## config.mk

```make
export PLATFORM = sky130hd
export DESIGN_NAME = riscv_hazard_forward_unit
export DESIGN_NICKNAME = d
export VERILOG_FILES = /design/src/rtl/riscv_pipe_pkg.sv /design/src/rtl/sat_counter.sv /design/src/rtl/riscv_hazard_forward_unit.sv
export SDC_FILE = /design/constraint.sdc
export NUM_CORES = 1
export LEC_CHECK = 0
export ABC_AREA = 1
export CAP_MARGIN = 10
export CORE_MARGIN = 1
export CORE_UTILIZATION = 50
export CTS_CLUSTER_SIZE = 28
export DETAILED_ROUTE_END_ITERATION = 8
export PLACE_DENSITY = 0.77
export REMOVE_ABC_BUFFERS = 1
export SETUP_SLACK_MARGIN = 0.1
export SYNTH_ARGS = -nofsm -noshare
export SYNTH_HDL_FRONTEND = slang
export SYNTH_SLANG_ARGS = --single-unit
```

## constraint.sdc

```tcl
create_clock -name clk -period 4.6 [get_ports clk]
set_clock_uncertainty 0.1 [all_clocks]
set_input_delay 0.92 -clock clk [delete_from_list [all_inputs] [get_ports clk]]
set_output_delay 0.92 -clock clk [all_outputs]
set_load 0.05 [all_outputs]
```

## src/rtl/riscv_pipe_pkg.sv

```systemverilog
// Shared definitions for the 5-stage pipeline hazard/forwarding logic.
package riscv_pipe_pkg;

   // Default register index width (32 architectural registers)
   localparam int REG_ADDR_W_DEF = 5;

   // EX operand mux selects
   localparam logic [1:0] FWD_REGFILE = 2'b00;
   localparam logic [1:0] FWD_EXMEM   = 2'b01;
   localparam logic [1:0] FWD_MEMWB   = 2'b10;

   // Hazard controller FSM
   typedef enum logic {
      ST_RUN      = 1'b0,
      ST_MEM_WAIT = 1'b1
   } hz_state_e;

endpackage

```

## src/rtl/sat_counter.sv

```systemverilog
// Saturating up-counter: sticks at all-ones, never wraps.
module sat_counter #(
   parameter int CNT_W = 16
) (
   input  logic             clk,
   input  logic             reset,
   input  logic             inc_i,
   input  logic             clear_i,
   output logic [CNT_W-1:0] value_o
);

   logic [CNT_W-1:0] cnt_q;

   // Count events; clear has priority, hold once saturated
   always_ff @(posedge clk or posedge reset) begin
      if (reset)                          cnt_q <= '0;
      else if (clear_i)                   cnt_q <= '0;
      else if (inc_i && (cnt_q != '1))   cnt_q <= cnt_q + 1'b1;
   end

   assign value_o = cnt_q;

endmodule

```

## src/rtl/riscv_hazard_forward_unit.sv

```systemverilog
// Hazard controller for the IF/ID/EX/MEM/WB pipeline: shadows the in-flight
// register usage of EX/MEM/WB, drives the EX operand forwarding selects and the
// stall / flush / bubble / freeze controls of the pipe registers.
module riscv_hazard_forward_unit
   import riscv_pipe_pkg::*;
#(
   parameter int REG_ADDR_W = REG_ADDR_W_DEF,
   parameter int LOAD_LAT   = 1,
   parameter int FWD_EN     = 1,
   parameter int CNT_W      = 16
) (
   input  logic                  clk,
   input  logic                  reset,
   input  logic [REG_ADDR_W-1:0] id_rs1_i,
   input  logic [REG_ADDR_W-1:0] id_rs2_i,
   input  logic                  id_use_rs1_i,
   input  logic                  id_use_rs2_i,
   input  logic [REG_ADDR_W-1:0] id_rd_i,
   input  logic                  id_reg_write_i,
   input  logic                  id_mem_read_i,
   input  logic                  ex_redirect_i,
   output logic                  pc_stall_o,
   output logic                  if_id_stall_o,
   output logic                  if_id_flush_o,
   output logic                  id_ex_bubble_o,
   output logic                  pipe_freeze_o,
   output logic [1:0]            fwd_a_sel_o,
   output logic [1:0]            fwd_b_sel_o,
   output logic [CNT_W-1:0]      stall_cnt_o,
   output logic [CNT_W-1:0]      flush_cnt_o
);

   typedef struct packed {
      logic [REG_ADDR_W-1:0] rd;
      logic                  reg_write;
      logic                  mem_read;
      logic [REG_ADDR_W-1:0] rs1;
      logic [REG_ADDR_W-1:0] rs2;
   } shadow_t;

   // Wait counter counts 0 .. LOAD_LAT-2 while in MEM_WAIT
   localparam int WAIT_W = (LOAD_LAT > 2) ? $clog2(LOAD_LAT - 1) : 1;
   localparam logic [WAIT_W-1:0] WAIT_LAST = WAIT_W'((LOAD_LAT > 1) ? (LOAD_LAT - 2) : 0);

   shadow_t            id_s, ex_q, mem_q, wb_q;
   hz_state_e          state_q, state_d;
   logic [WAIT_W-1:0]  wcnt_q, wcnt_d;
   logic               frz, redir, load_use, raw_any, hazard;

   // Source rs is produced by shadow s (x0 is never a producer)
   function automatic logic hits(input logic [REG_ADDR_W-1:0] rs, input logic use_rs,
                                 input shadow_t s);
      return use_rs && (rs != '0) && s.reg_write && (s.rd == rs);
   endfunction

   // MEM beats WB; a load in MEM has no data yet, so it never forwards
   function automatic logic [1:0] fwd_sel(input logic [REG_ADDR_W-1:0] rs,
                                          input shadow_t mem_s, input shadow_t wb_s);
      logic [1:0] sel;
      sel = FWD_REGFILE;
      if ((rs != '0) && mem_s.reg_write && !mem_s.mem_read && (mem_s.rd == rs))
         sel = FWD_EXMEM;
      else if ((rs != '0) && wb_s.reg_write && (wb_s.rd == rs))
         sel = FWD_MEMWB;
      return sel;
   endfunction

   assign id_s = '{rd: id_rd_i, reg_write: id_reg_write_i, mem_read: id_mem_read_i,
                   rs1: id_rs1_i, rs2: id_rs2_i};

   assign frz = (state_q == ST_MEM_WAIT);
   // A redirect during a freeze stays parked in EX and is seen once unfrozen
   assign redir = ex_redirect_i && !frz && !reset;

   assign load_use = ex_q.mem_read && (ex_q.rd != '0) &&
                     ((id_use_rs1_i && (ex_q.rd == id_rs1_i)) ||
                      (id_use_rs2_i && (ex_q.rd == id_rs2_i)));

   assign raw_any = hits(id_rs1_i, id_use_rs1_i, ex_q)  || hits(id_rs2_i, id_use_rs2_i, ex_q)  ||
                    hits(id_rs1_i, id_use_rs1_i, mem_q) || hits(id_rs2_i, id_use_rs2_i, mem_q) ||
                    hits(id_rs1_i, id_use_rs1_i, wb_q)  || hits(id_rs2_i, id_use_rs2_i, wb_q);

   assign hazard = load_use || ((FWD_EN == 0) && raw_any);

   // Redirect kills the wrong-path ID instruction, so it cancels any RAW stall
   assign pc_stall_o     = frz || (hazard && !redir);
   assign if_id_stall_o  = frz || (hazard && !redir);
   assign if_id_flush_o  = redir;
   assign id_ex_bubble_o = !frz && (redir || hazard);
   assign pipe_freeze_o  = frz;

   assign fwd_a_sel_o = (FWD_EN != 0) ? fwd_sel(ex_q.rs1, mem_q, wb_q) : FWD_REGFILE;
   assign fwd_b_sel_o = (FWD_EN != 0) ? fwd_sel(ex_q.rs2, mem_q, wb_q) : FWD_REGFILE;

   // Shadow pipeline advances with the real pipe; bubbles enter as all-zero
   always_ff @(posedge clk or posedge reset) begin
      if (reset) begin
         ex_q  <= '0;
         mem_q <= '0;
         wb_q  <= '0;
      end else if (!frz) begin
         wb_q  <= mem_q;
         mem_q <= ex_q;
         ex_q  <= id_ewb_sel(id_ex_bubble_o, id_s);
      end
   end

   function automatic shadow_t id_ewb_sel(input logic bubble, input shadow_t s);
      return bubble ? shadow_t'('0) : s;
   endfunction

   // FSM state and wait counter
   always_ff @(posedge clk or posedge reset) begin
      if (reset) begin
         state_q <= ST_RUN;
         wcnt_q  <= '0;
      end else begin
         state_q <= state_d;
         wcnt_q  <= wcnt_d;
      end
   end

   // Load reaching MEM with a multi-cycle memory freezes the pipe LOAD_LAT-1 cycles
   always_comb begin
      state_d = state_q;
      wcnt_d  = wcnt_q;
      case (state_q)
         ST_RUN: begin
            if ((LOAD_LAT > 1) && mem_q.mem_read) begin
               state_d = ST_MEM_WAIT;
               wcnt_d  = '0;
            end
         end
         ST_MEM_WAIT: begin
            if (wcnt_q == WAIT_LAST) state_d = ST_RUN;
            else                     wcnt_d  = wcnt_q + 1'b1;
         end
         default: state_d = ST_RUN;
      endcase
   end

   sat_counter #(.CNT_W(CNT_W)) u_stall_cnt (
      .clk     (clk),
      .reset   (reset),
      .inc_i   (pc_stall_o),
      .clear_i (1'b0),
      .value_o (stall_cnt_o)
   );

   sat_counter #(.CNT_W(CNT_W)) u_flush_cnt (
      .clk     (clk),
      .reset   (reset),
      .inc_i   (redir),
      .clear_i (1'b0),
      .value_o (flush_cnt_o)
   );

   // Shadow fields kept for completeness but not consumed downstream
   logic unused_shadow;
   assign unused_shadow = ^{mem_q.rs1, mem_q.rs2, wb_q.rs1, wb_q.rs2, wb_q.mem_read};

endmodule
```

==> impl_metrics.ini, run 1 <==
[logic_synthesis]
yosysUniqueCellTypes = 33
synth_area_sq_um = 3406
ys_seq_area_frac = 0.4555
yosysTopAreaCell = dfrtp_1
postSynthCellCount = 442
synth_top_flop_cell = dfrtp_1
avgSynthCellArea_sq_um = 7.705
async_reset_ff_frac = 1.000
synth_commonest_cells = nand2_1, dfrtp_1, inv_1
synthDominantCellAreaShare = 0.4555
synth-seq-cells = 62
synth.most_common_cell = nand2_1
synth_edf_count = 0
yosys_warnings = 0
synth.area.top_cells = dfrtp_1, nand2_1, inv_1

[sta]
setup_viol = 0
max_freq_ghz = 0.2551
slew_violations = 0
final-hold-violation-count = 0
tns_ns = 0
rsz0062_at_grt = false
slew_headroom = 0.4987
whs_ns = 0.2515
fin_crit_sh = 0.8522
worst_pin_slew_ns = 0.7519
period_minus_slack_ns = 3.920

[pwr]
total_power_mw = 1.501
power_switching_mw = 0.5160
pwr-share-clk = 0.328
comb_power_share = 0.238
max-vdd-ir-drop_uv = 226.2
power_density_nw_per_um2 = 353.0
p_leak_nw = 2.069
swShare = 0.3437
power.internal_mw = 0.9853
power_frac_seq = 0.433

[cts]
htree_num_levels = 3
post_cts_resized = 0
clk_path_buf_depth = 2
cts_hold_buf = 0
clk_latency_ns = 0.34
clkTransAtPathRegs_ns = 0.07
cts_root_buf = clkbuf_8
post_cts_buffers = 0
cts_num_sinks = 62
cts_tree = yes
numCtsBuffers = 9

[flow_run]
max_cap_viol_count = 0

[global_route]
grt_max_degree = 63
antenna_found_initial = 0
grt_util_all_layers = 0.2233
grt_pass1_wl_um = 12520
grt_pass1_vias = 2841
grt_overflow_total = 0

[final_layout]
final_cell_area_sq_um = 4253
area_growth_pct = 24.87
antenna_cells_inserted = 0
seqCellArea_sq_um = 1551
fin_cells = 589
multiInputGateArea_sq_um = 1556
drive_gt1_frac = 0.07617
n_fill_cell = 565
fin_nets = 531

[floorplan]
rows = 29
ios = 63
core_area_sq_um = 6459
die-height_um = 84.53
die_w_um = 84.53
die-area_sq_um = 7145
initial_core_util = 0.5273

[setup_path]
startpoint = id_rs2_i[2]
worstPathRequired_ns = 3.58
critPathMaxFanout = 3
end_kind = output pin
cp_cell_sequence = clkdlybuf4s50_1 -> inv_1 -> nand2_1 -> nand2_1 -> nor2_1 -> nand3_1 -> nand2_2 -> nand3_2 -> inv_1 -> clkdlybuf4s50_1
worstPathArrival_ns = 2.90
reg2reg_from = u_flush_cnt.value_o[0]
start_kind = input port
critical-path-max-stage-delay_ns = 0.80
crit_path_top_delay_cell = clkdlybuf4s50_1
critPathKind = in2out

[place]
place.gp.congestion = 0.9006
place_inst = 573
place_area_sq_um = 4045
portBuffers = 61
hpwl_um = 5373

[hold_path]
hold_class = reg2reg
hold_start = ex_q[11]

[drt]
routed_via_density = 5.002
wl_per_cell_um = 12.53
drt_iter0_drc = 169
drc_errors = 3
antenna_left = 0
dr_total_vias = 2946
dr.pass1.iters = 7
drt_wl_total_um = 7379

[outcome]
failed_checks = DRC
status = finished, violations left
## critical path, delay by kind of cell
family	cells	cell delay, ns
buffers and inverters	4	1.44
AND/OR/NAND/NOR	6	0.54
## cells in the final DEF (no fill, tap or decap), types with 2 or more instances in the layout
master / n
xor2_1: 22
ha_1: 2
nand2_1: 158
clkdlybuf4s50_1: 60
nor2_1: 45
clkbuf_8: 10
nand4_2: 2
o21ai_1: 2
xnor2_1: 13
dfrtp_1: 62
nand3_1: 14
buf_4: 2
inv_1: 55
nor3_1: 14
nor2_2: 2
nand2_2: 3
nor3b_1: 2
inv_2: 5
clkinvlp_4: 3
nor4_1: 3
nand4_1: 10
o21ai_0: 6
nand3_2: 3
## state kept, by name, indices dropped and copies added, names as in the netlist
| signal | cells |
|---|---|
| mem_q | 7 |
| wb_q | 6 |
| u_flush_cnt.value_o | 16 |
| ex_q | 17 |
| u_stall_cnt.value_o | 16 |
## final cells by class
class | instances | area share
Multi-Input combinational cell | 312 | 0.3660
Sequential cell | 62 | 0.3648
Timing Repair Buffer | 62 | 0.1447
Inverter | 60 | 0.05296
Clock buffer | 10 | 0.03236
Tap cell | 77 | 0.02265
Clock inverter | 6 | 0.01648
## cell families (layout without fill, tap and decap cells)
logic type,after synthesis,count (layout),synth area share
other,1,1,0.001101
adder cells (fa/ha/maj),2,2,0.007346
XOR/XNOR,36,36,0.09478
flip-flops,62,62,0.4555
AO/OA/AOI/OAI,11,11,0.01911
AND/OR/NAND/NOR,262,262,0.3347
buffers and inverters,68,138,0.08743
## per-layer routing
layer,vias to the layer above,share of wire,GRT usage
met5,-,0,0
met4,0,0.013,0.07858
met3,12,0.053,0.06096
met2,79,0.49,0.3718
met1,1375,0.45,0.2809
li1,1480,-,-
## through the flow
step | worst slack (ns) | util
after floorplan | 0.3764 | -
after global placement | 0.7248 | 0.6263
after detailed placement | 0.6811 | 0.6263
after CTS | 0.6699 | 0.6585
after global routing | 0.5514 | 0.6585
final | 0.6799 | 0.6585
## power groups by stage
stage	Sequential (mW)	Combinational [mW]	Clock (mW)
6_report	0.651	0.358	0.493
5_1_grt	0.658	0.388	0.534
4_1_cts	0.650	0.360	0.501
3_5_place_dp	0.659	0.357	0
3_3_place_gp	0.658	0.351	0
2_1_floorplan	0.746	0.151	0
## final timing paths
kind / endpoint / slack [ns] / cells after the start
max: if_id_stall_o / 0.68 / 10
min: mem_q[11] / 0.25 / 0
max reg2reg: u_flush_cnt.value_o[3] / 2.45 / 9
min reg2reg: mem_q[11] / 0.25 / 0
max in group asynchronous: u_stall_cnt.value_o[2] / 2.88 / 3
min in group asynchronous: u_stall_cnt.value_o[4] / 1.02 / 3
Note: power is estimated with default switching activity, not from simulation.
==> run 2, diff against run 1 <==
Settings changed: SKIP_CTS_REPAIR_TIMING set to 1.
==> results of run 2 <==
The final DEF is identical to that of run 1; final timing and power are the same.
